**src/rtl/gpio_cmd_responder_pkg.sv**
```systemverilog
// Shared definitions for the PS->PL GPIO command bus.
// Holds the GPIO field positions, the trigger and readback address constants,
// the reply-word bit positions, the responder state enum and an address-range helper.
package gpio_cmd_responder_pkg;

    localparam int unsigned GPIO_W = 32;
    localparam int unsigned ADDR_W = 16;
    localparam int unsigned DATA_W = 8;
    localparam int unsigned DROP_W = 8;

    // Fields of the incoming PS command word
    localparam int unsigned IN_ADDR_LSB = 0;
    localparam int unsigned IN_DATA_LSB = 16;
    localparam int unsigned IN_WCLK_BIT = 24;
    localparam int unsigned CMD_W       = IN_WCLK_BIT + 1;

    // Fields of the outgoing PS reply word
    localparam int unsigned OUT_DATA_LSB = 0;
    localparam int unsigned OUT_ADDR_LSB = 8;
    localparam int unsigned OUT_ACK_BIT  = 24;
    localparam int unsigned OUT_ERR_BIT  = 25;

    // Trigger and readback addresses
    localparam logic [ADDR_W-1:0] ADDR_RUN_TRIG = 16'h0000;
    localparam logic [ADDR_W-1:0] ADDR_DEL_TRIG = 16'h0001;
    localparam logic [ADDR_W-1:0] RB_ADDR_LO    = 16'h0006;
    localparam logic [ADDR_W-1:0] RB_ADDR_HI    = 16'h000B;

    // Command word as seen after synchronisation
    typedef struct packed {
        logic              w_clk;
        logic [DATA_W-1:0] data;
        logic [ADDR_W-1:0] addr;
    } gpio_cmd_t;

    typedef enum logic [1:0] {
        ST_IDLE,
        ST_CFG_WAIT,
        ST_RB_WAIT
    } state_t;

    // True when the address selects a readback source
    function automatic logic is_rb_addr(input logic [ADDR_W-1:0] a);
        return (a >= RB_ADDR_LO) && (a <= RB_ADDR_HI);
    endfunction

endpackage

```
**src/rtl/gpio_sync.sv**
```systemverilog
// N-stage, W-bit flip-flop synchroniser with asynchronous active-low clear.
// Ports: clk, clr_n (async clear, active low), din[W] (async input), dout[W] (synchronised).
module gpio_sync #(
    parameter int unsigned N = 2,
    parameter int unsigned W = 1
) (
    input  logic         clk,
    input  logic         clr_n,
    input  logic [W-1:0] din,
    output logic [W-1:0] dout
);

    logic [W-1:0] sync_q [N];
    logic [W-1:0] sync_d [N];

    // Shift chain: stage 0 samples the async input
    always_comb begin
        sync_d[0] = din;
        for (int unsigned i = 1; i < N; i++) begin
            sync_d[i] = sync_q[i-1];
        end
    end

    always_ff @(posedge clk or negedge clr_n) begin
        if (!clr_n) begin
            for (int unsigned i = 0; i < N; i++) begin
                sync_q[i] <= '0;
            end
        end else begin
            sync_q <= sync_d;
        end
    end

    assign dout = sync_q[N-1];

endmodule

```
**src/rtl/gpio_cmd_responder.sv**
```systemverilog
// PL-side responder for the PS->PL GPIO command bus.
// Synchronises the PS command word, detects w_clk rising edges and turns each
// command into a trigger pulse, a config write handshake or a readback request.
// Ports: clk, rst (async active low), gpio_in (PS command word),
//        run_trig/del_trig (1-cycle pulses), cfg_valid/cfg_addr/cfg_data/cfg_ready
//        (config write handshake), rb_req/rb_addr/rb_valid/rb_data (readback),
//        gpio_out (PS reply word with toggle ack), drop_cnt (saturating drop count).
module gpio_cmd_responder
    import gpio_cmd_responder_pkg::*;
#(
    parameter int unsigned SYNC_STAGES = 2,
    parameter int unsigned RB_TIMEOUT  = 255
) (
    input  logic              clk,
    input  logic              rst,
    input  logic [GPIO_W-1:0] gpio_in,
    output logic              run_trig,
    output logic              del_trig,
    output logic              cfg_valid,
    output logic [ADDR_W-1:0] cfg_addr,
    output logic [DATA_W-1:0] cfg_data,
    input  logic              cfg_ready,
    output logic              rb_req,
    output logic [ADDR_W-1:0] rb_addr,
    input  logic              rb_valid,
    input  logic [DATA_W-1:0] rb_data,
    output logic [GPIO_W-1:0] gpio_out,
    output logic [DROP_W-1:0] drop_cnt
);

    localparam int unsigned CNT_W = (RB_TIMEOUT > 1) ? $clog2(RB_TIMEOUT + 1) : 1;
    localparam logic [DROP_W-1:0] DROP_MAX = {DROP_W{1'b1}};

    logic [CMD_W-1:0] s_word;
    gpio_cmd_t        s_cmd;
    logic             rise_c;
    logic             unused_gpio_c;

    state_t            state_q, state_d;
    logic              wclk_prev_q, wclk_prev_d;
    logic              run_trig_q, run_trig_d;
    logic              del_trig_q, del_trig_d;
    logic              cfg_valid_q, cfg_valid_d;
    logic [ADDR_W-1:0] cfg_addr_q, cfg_addr_d;
    logic [DATA_W-1:0] cfg_data_q, cfg_data_d;
    logic              rb_req_q, rb_req_d;
    logic [ADDR_W-1:0] rb_addr_q, rb_addr_d;
    logic [GPIO_W-1:0] gpio_out_q, gpio_out_d;
    logic [DROP_W-1:0] drop_cnt_q, drop_cnt_d;
    logic [CNT_W-1:0]  to_cnt_q, to_cnt_d;

    // Only the addr/data/w_clk bits carry information; upper bits are reserved
    gpio_sync #(.N(SYNC_STAGES), .W(CMD_W)) u_sync (
        .clk   (clk),
        .clr_n (rst),
        .din   (gpio_in[CMD_W-1:0]),
        .dout  (s_word)
    );
    assign unused_gpio_c = ^gpio_in[GPIO_W-1:CMD_W];

    assign s_cmd.addr  = s_word[IN_ADDR_LSB +: ADDR_W];
    assign s_cmd.data  = s_word[IN_DATA_LSB +: DATA_W];
    assign s_cmd.w_clk = s_word[IN_WCLK_BIT];

    // Reset clears wclk_prev, so a w_clk already high after reset counts as a rise
    assign rise_c = s_cmd.w_clk & ~wclk_prev_q;

    always_ff @(posedge clk or negedge rst) begin
        if (!rst) begin
            state_q     <= ST_IDLE;
            wclk_prev_q <= 1'b0;
            run_trig_q  <= 1'b0;
            del_trig_q  <= 1'b0;
            cfg_valid_q <= 1'b0;
            cfg_addr_q  <= '0;
            cfg_data_q  <= '0;
            rb_req_q    <= 1'b0;
            rb_addr_q   <= '0;
            gpio_out_q  <= '0;
            drop_cnt_q  <= '0;
            to_cnt_q    <= '0;
        end else begin
            state_q     <= state_d;
            wclk_prev_q <= wclk_prev_d;
            run_trig_q  <= run_trig_d;
            del_trig_q  <= del_trig_d;
            cfg_valid_q <= cfg_valid_d;
            cfg_addr_q  <= cfg_addr_d;
            cfg_data_q  <= cfg_data_d;
            rb_req_q    <= rb_req_d;
            rb_addr_q   <= rb_addr_d;
            gpio_out_q  <= gpio_out_d;
            drop_cnt_q  <= drop_cnt_d;
            to_cnt_q    <= to_cnt_d;
        end
    end

    // Command decode, handshakes and reply generation
    always_comb begin
        state_d     = state_q;
        wclk_prev_d = s_cmd.w_clk;
        run_trig_d  = 1'b0;
        del_trig_d  = 1'b0;
        cfg_valid_d = cfg_valid_q;
        cfg_addr_d  = cfg_addr_q;
        cfg_data_d  = cfg_data_q;
        rb_req_d    = rb_req_q;
        rb_addr_d   = rb_addr_q;
        gpio_out_d  = gpio_out_q;
        drop_cnt_d  = drop_cnt_q;
        to_cnt_d    = to_cnt_q;

        // Any rise while busy is lost, including one coinciding with the exit cycle
        if (rise_c && (state_q != ST_IDLE) && (drop_cnt_q != DROP_MAX)) begin
            drop_cnt_d = drop_cnt_q + DROP_W'(1);
        end

        unique case (state_q)
            ST_IDLE: begin
                if (rise_c) begin
                    if (s_cmd.addr == ADDR_RUN_TRIG) begin
                        run_trig_d = 1'b1;
                    end else if (s_cmd.addr == ADDR_DEL_TRIG) begin
                        del_trig_d = 1'b1;
                    end else if (is_rb_addr(s_cmd.addr)) begin
                        rb_req_d  = 1'b1;
                        rb_addr_d = s_cmd.addr;
                        to_cnt_d  = '0;
                        state_d   = ST_RB_WAIT;
                    end else begin
                        cfg_valid_d = 1'b1;
                        cfg_addr_d  = s_cmd.addr;
                        cfg_data_d  = s_cmd.data;
                        state_d     = ST_CFG_WAIT;
                    end
                end
            end
            ST_CFG_WAIT: begin
                if (cfg_ready) begin
                    cfg_valid_d = 1'b0;
                    state_d     = ST_IDLE;
                end
            end
            ST_RB_WAIT: begin
                // A valid reply wins over a timeout in the same cycle
                if (rb_valid || (to_cnt_q == CNT_W'(RB_TIMEOUT))) begin
                    gpio_out_d[OUT_DATA_LSB +: DATA_W] = rb_valid ? rb_data : {DATA_W{1'b1}};
                    gpio_out_d[OUT_ADDR_LSB +: ADDR_W] = rb_addr_q;
                    gpio_out_d[OUT_ERR_BIT]            = ~rb_valid;
                    gpio_out_d[OUT_ACK_BIT]            = ~gpio_out_q[OUT_ACK_BIT];
                    rb_req_d                           = 1'b0;
                    state_d                            = ST_IDLE;
                end else begin
                    to_cnt_d = to_cnt_q + CNT_W'(1);
                end
            end
            default: state_d = ST_IDLE;
        endcase
    end

    assign run_trig  = run_trig_q;
    assign del_trig  = del_trig_q;
    assign cfg_valid = cfg_valid_q;
    assign cfg_addr  = cfg_addr_q;
    assign cfg_data  = cfg_data_q;
    assign rb_req    = rb_req_q;
    assign rb_addr   = rb_addr_q;
    assign gpio_out  = gpio_out_q;
    assign drop_cnt  = drop_cnt_q;

endmodule
```
**config.mk**
```make
export PLATFORM = sky130hd
export DESIGN_NAME = gpio_cmd_responder
export DESIGN_NICKNAME = d
export VERILOG_FILES = /design/src/rtl/gpio_cmd_responder_pkg.sv /design/src/rtl/gpio_sync.sv /design/src/rtl/gpio_cmd_responder.sv
export SDC_FILE = /design/constraint.sdc
export NUM_CORES = 1
export LEC_CHECK = 0
export BUFFER_PORTS_ARGS = -buffer_cell sky130_fd_sc_hd__clkbuf_2
export CAP_MARGIN = 10
export CORE_MARGIN = 4
export CORE_UTILIZATION = 40
export CTS_CLUSTER_SIZE = 28
export DETAILED_ROUTE_END_ITERATION = 12
export SETUP_SLACK_MARGIN = 0.5
export SLEW_MARGIN = 20
export SYNTH_ARGS = -nofsm -noshare
export SYNTH_HDL_FRONTEND = slang
export SYNTH_HIERARCHICAL = 1
export SYNTH_SLANG_ARGS = --single-unit
```
**constraint.sdc**
```tcl
create_clock -name clk -period 2.65 [get_ports clk]
set_clock_uncertainty 0.2 [all_clocks]
set_input_delay 0.53 -clock clk [delete_from_list [all_inputs] [get_ports clk]]
set_output_delay 0.53 -clock clk [all_outputs]
set_load 0.1 [all_outputs]
```
# ---- Yosys cells after proc, flatten, opt, wreduce, memory -nomap -nowiden
# Index checks and enable logic that the tools add are counted.
dict set report op_classes {
  bitwise_logic 7
  reduce_logical 16
  n_lt_le_gt_ge 2
  n_mux 33
  addsub 2
  n_mul 0
  shifts 0
  eq_ne 13
  div_mod_pow 0
}
# cell n
set op_table {}
lappend op_table {{two-way mux 8 bit} 6}
lappend op_table {{AND reduction 6 bit} 3}
lappend op_table {{two-way mux 1 bit} 17}
lappend op_table {{adder 8 x 1 -> 8 bit (second input constant)} 2}
lappend op_table {{== test 16 x 1 -> 1 bit (second input constant)} 1}
lappend op_table {{greater-or-equal comparator 16 x 3 -> 1 bit (second input constant)} 1}
lappend op_table {{<= comparator 16 x 4 -> 1 bit (second input constant)} 1}
lappend op_table {{zero test 16 bit} 1}
lappend op_table {{inequality test 2 bit (second input constant)} 8}
lappend op_table {{case mux 8 bit (2 select lines)} 1}
lappend op_table {{AND reduction 5 bit} 3}
lappend op_table {{two-way mux 2 bit} 6}
lappend op_table {{== test 8 bit (second input constant)} 1}
lappend op_table {{inequality test 8 bit (second input constant)} 1}
lappend op_table {{inverter 1 bit} 6}
lappend op_table {{case mux 2 bit (3 select lines)} 1}
lappend op_table {{nonzero test 2 bit} 3}
lappend op_table {{case mux 1 bit (2 select lines)} 2}
lappend op_table {{logical AND 1 bit} 3}
lappend op_table {{== test 2 x 1 -> 1 bit (second input constant)} 1}
lappend op_table {{== test 2 bit (second input constant)} 1}
lappend op_table {{zero test 2 bit} 1}
lappend op_table {{AND reduction 2 bit} 1}
lappend op_table {{bitwise AND 1 bit} 1}
lappend op_table {{logical OR 1 bit} 1}
dict set report word_totals {
  mem_count 0
  output_inout_bits 84
  latchBits 0
  ram_bits 0
  mem_bits_ro 0
  wordCells 87
  reg_bits 139
}

# ---- Depth between registers and ports, before layout
dict set report depth {
  ltp_word 7
  ltp_mapped 7
}

# ---- Cells and area by module
# The synthesis kept the hierarchy.
# module n_inst area_per_inst_um2 seq_area_each_um2 cells_per_inst
set by_module_without_submodules {}
lappend by_module_without_submodules {gpio_cmd_responder 1 3589.7 2227.1 257}
lappend by_module_without_submodules {gpio_sync 1 1251.2 1251.2 50}

# ---- Least setup slack after synthesis
# Ideal clock, no wire load.
dict set report synth_timing {
  path_kind {flip-flop to flip-flop}
  startpoint {register drop_cnt_q[0] (netlist: drop_cnt[0])}
  endpoint {register drop_cnt_q[1] (netlist: drop_cnt[1])}
  slack_ns 0.071
  synth_period_minus_slack_ns 2.579
  setup_time_ns 0.126
  arrival_ns 2.253
  path_stages_with_launch 5
  cell_sequence {dfrtp_1 > ha_1 > nand3_1 > o2111ai_1 > mux2_2}
}
dict set report synth_via {
  elab_chain_cells 2
  word_cells_on_any_way 3
  cone_classes {add/sub (1); eq/ne (1); reduce/logical (1)}
}
# item line
set synth_rtl {}
lappend synth_rtl {{start: declaration} gpio_cmd_responder.sv:49} ;# logic [DROP_W-1:0] drop_cnt_q, drop_cnt_d;
lappend synth_rtl {{start signal: assignment} gpio_cmd_responder.sv:93} ;# drop_cnt_q <= drop_cnt_d;
lappend synth_rtl {{parallel branches: the longest is 2 deep, another holds adder 8 x 1 -> 8 bit} --}
# Several ways; the timed one is not identified.
# A chain may end at the register's enable or synchronous reset.

# ---- Final worst setup path
dict set report layout_timing {
  startpoint {register drop_cnt_q[3] (netlist: drop_cnt[3])}
  endpoint {output drop_cnt[3]}
}
# item line
set layout_lines {}
lappend layout_lines {{end: declaration} gpio_cmd_responder.sv:28} ;# output logic [DROP_W-1:0] drop_cnt
# No word-level cell between the ends.

==> impl_metrics.env <==
export IMPL_status="finished clean"
export IMPL_grt_max_degree=57
export IMPL_maxSlewViolCount=0
export IMPL_netlist_instances=307
export IMPL_dr_pass1_iters=4
export IMPL_r2r_cells=4
export IMPL_cts_max_level=4
export IMPL_postSynthRegisterBits=139
export IMPL_die_h_um=118.0
export IMPL_crit_fanout=6
export IMPL_drive_above_1_share_pct=47.17
export IMPL_antenna_found_initial=0
export IMPL_crit_cells=1
export IMPL_crit_slowest_cell="clkbuf_2"
export IMPL_startpoint_type="flip-flop"
export IMPL_synth_distinct_cells=42
export IMPL_drt_initial_drc_count=137
export IMPL_tritoncts="built"
export IMPL_io_buffers=114
export IMPL_hold_path_class="input pin to flip-flop"
export IMPL_arrival_ps=1300
export IMPL_gp_congestion=0.7350
export IMPL_num_rows=39
export IMPL_synth_edf_count=0
export IMPL_hold_viol_final=0
export IMPL_drc=0
export IMPL_area_growth_pct=31.40
export IMPL_required_ps=1920
export IMPL_numClockSinks=139
export IMPL_ys_seq_area_share_pct=71.85
export IMPL_ys_warn_count=6
export IMPL_dpl_hpwl_um=6121
export IMPL_path_clk_slew_ps=60
export IMPL_path_cells="clkbuf_2"
export IMPL_routedWlPerCell_um=15.13
export IMPL_power_mw=6.233
export IMPL_hold_depth=1
export IMPL_vias=2854
export IMPL_min_period_ps=2031
export IMPL_final_common_cell="dfrtp_1"
export IMPL_core_um2=11610
export IMPL_cts_buffers=17
export IMPL_clkLatencyLatePin_ps=410
export IMPL_reg2reg_to="rb_addr[3]$_DFFE_PN0P_"
export IMPL_worstMarginPinSlew_ps=569.2
export IMPL_synth_avg_cell_area_um2=15.77
export IMPL_num_antenna_cells=0
export IMPL_final_nets=493
export IMPL_ir_drop_mv=0.5159
export IMPL_clockRootBuffer="clkbuf_16"
export IMPL_reg2reg_slack_ps=620
export IMPL_drv_cap=0
export IMPL_fp_dieW_um=118.0
export IMPL_cellLeakagePower_nw=3.179
export IMPL_avgViaCountPerCell=4.733
export IMPL_crit_family="buffers and inverters"
export IMPL_regToRegStartpoint="u_sync/dout[3]$_DFF_PN0_"
export IMPL_fmax_mhz=492.4
export IMPL_cp_slowest_stage_delay_ps=480
export IMPL_ctsLongestPathBuffers=2
export IMPL_die_area_um2=13930
export IMPL_initial_core_util_pct=41.68
export IMPL_crit_type="flip-flop to primary output"
export IMPL_grt_usage_pct=14.04
export IMPL_end_kind="primary output"
export IMPL_period_share_pct=76.64
export IMPL_postRouteAntennaNets=0
export IMPL_setup_viol=0
export IMPL_wirelength_um=9124
export IMPL_overflow=0
export IMPL_grt_pass1_wl_um=15380
export IMPL_slew_headroom_pct=62.22
export IMPL_tns_ps=0
export IMPL_synth_ff_type="dfrtp_1"
export IMPL_async_flop_share_pct=100.0
export IMPL_synth_area_um2=4841
export IMPL_min_from="gpio_in[9]"
export IMPL_grt_pass1_vias=2973
export IMPL_io_pins=128
export IMPL_power_density_nw_per_um2=979.8
export IMPL_whs_endpoint="u_sync/sync_d[9]$_DFF_PN0_"
export IMPL_cp_buffers_inverters=1
export IMPL_final_cell_mix="dfrtp_1, clkbuf_2, mux2_2"
export IMPL_rsz0062_at_grt="false"
-- kinds of logic (layout without fill, tap and decap cells) --
| kind of cell | count (synthesis) | after routing | share of synthesized area (%) |
|---|---|---|---|
| multiplexers | 46 | 46 | 11.01 |
| flip-flops | 139 | 139 | 71.85 |
| other | 1 | 6 | 0.07747 |
| AO/OA/AOI/OAI | 27 | 27 | 4.368 |
| buffers and inverters | 21 | 168 | 2.533 |
| AND/OR/NAND/NOR | 58 | 59 | 7.289 |
| XOR/XNOR | 13 | 13 | 2.352 |
| adder cells (fa/ha/maj) | 2 | 2 | 0.5168 |
-- stage by stage --
step           instance area (µm²)  cells  hold WS (ps)  setup slack [ps]  util (%)
2_1_floorplan                 4878    312         34.41             549.2         -
3_3_place_gp                  5617    561         131.1             315.9     48.36
3_5_place_dp                  5617    561         135.5             283.9     48.36
4_1_cts                       6324    598        0.2132             516.1     54.45
5_1_grt                       6361    603         3.483             522.9     54.77
6_report                      6361    603         25.37             619.1     54.77
-- metal layers --
| layer | global-route usage (%) | vias to the layer above | part of all wire [%] |
|---|---|---|---|
| met1 | 17.58 | 1430 | 42 |
| met2 | 22.17 | 75 | 51 |
| met4 | 7.253 | 0 | 2.0 |
| met3 | 4.085 | 16 | 4.2 |
| met5 | 0 | - | 0 |
| li1 | - | 1333 | - |
-- cells in the mapped netlist, types with 4 or more instances --
cell | number | area share (%)
inv_1 | 8 | 0.62
buf_2 | 5 | 0.52
nor2_1 | 9 | 0.70
o22a_1 | 8 | 1.4
mux2_2 | 40 | 9.3
mux2_4 | 4 | 1.2
buf_4 | 6 | 0.93
o21ai_0 | 5 | 0.52
dfrtp_1 | 139 | 72
nand3_1 | 6 | 0.62
and2_1 | 12 | 1.6
xor2_1 | 10 | 1.8
nor3_1 | 6 | 0.62
nand2_1 | 7 | 0.54
-- state kept, by name, indices dropped and copies added, names as in the netlist --
| name | cells |
|---|---|
| rb_addr | 16 |
| cfg_valid | 1 |
| u_sync/dout | 25 |
| run_trig | 1 |
| cfg_data | 8 |
| rb_req | 1 |
| drop_cnt | 8 |
| u_sync/sync_d | 25 |
| del_trig | 1 |
| wclk_prev_q | 1 |
| to_cnt_q | 8 |
| state_q | 2 |
| cfg_addr | 16 |
| gpio_out | 26 |
-- worst max-delay path by stage --
stage,start,endpoint,slack [ps]
floorplan,drop_cnt[1]$_DFFE_PN0P_,drop_cnt[1]$_DFFE_PN0P_,550
global placement,u_sync/dout[8]$_DFF_PN0_,rb_addr[3]$_DFFE_PN0P_,320
detailed placement,u_sync/dout[8]$_DFF_PN0_,rb_addr[1]$_DFFE_PN0P_,280
CTS,u_sync/dout[8]$_DFF_PN0_,rb_addr[3]$_DFFE_PN0P_,520
global route,u_sync/dout[8]$_DFF_PN0_,cfg_data[2]$_DFFE_PN0P_,520
finish,drop_cnt[3]$_DFFE_PN0P_,drop_cnt[3],620
-- layout make-up --
type	count	area [µm²]
clock buffers	18	429.2
clock inverters	14	219.0
fillers	960	5253
inverters	8	30.03
multi-input cells	153	1277
flip-flops and latches	139	3491
well taps	143	178.9
repair buffers	128	735.7
-- what timing repair did --
item | 4_1_cts | 5_1_grt
pin swaps | 0 | 1
endpoints found under the setup margin | 33 | 21
gates cloned | 0 | 1
setup buffers | 0 | 4
endpoints found under the hold margin | 58 | 0
hold buffers | 5 | 0
gates resized for setup | 2 | 1
-- report_power, final --
part	leakage, nW	internal, mW	switching [mW]	total [mW]
registers	1.74	2.29	0.110	2.40
clock network	0.311	1.68	0.891	2.57
logic	1.12	0.207	1.06	1.27
total	3.18	4.17	2.06	6.23
Power figures use the tool's default switching activity.
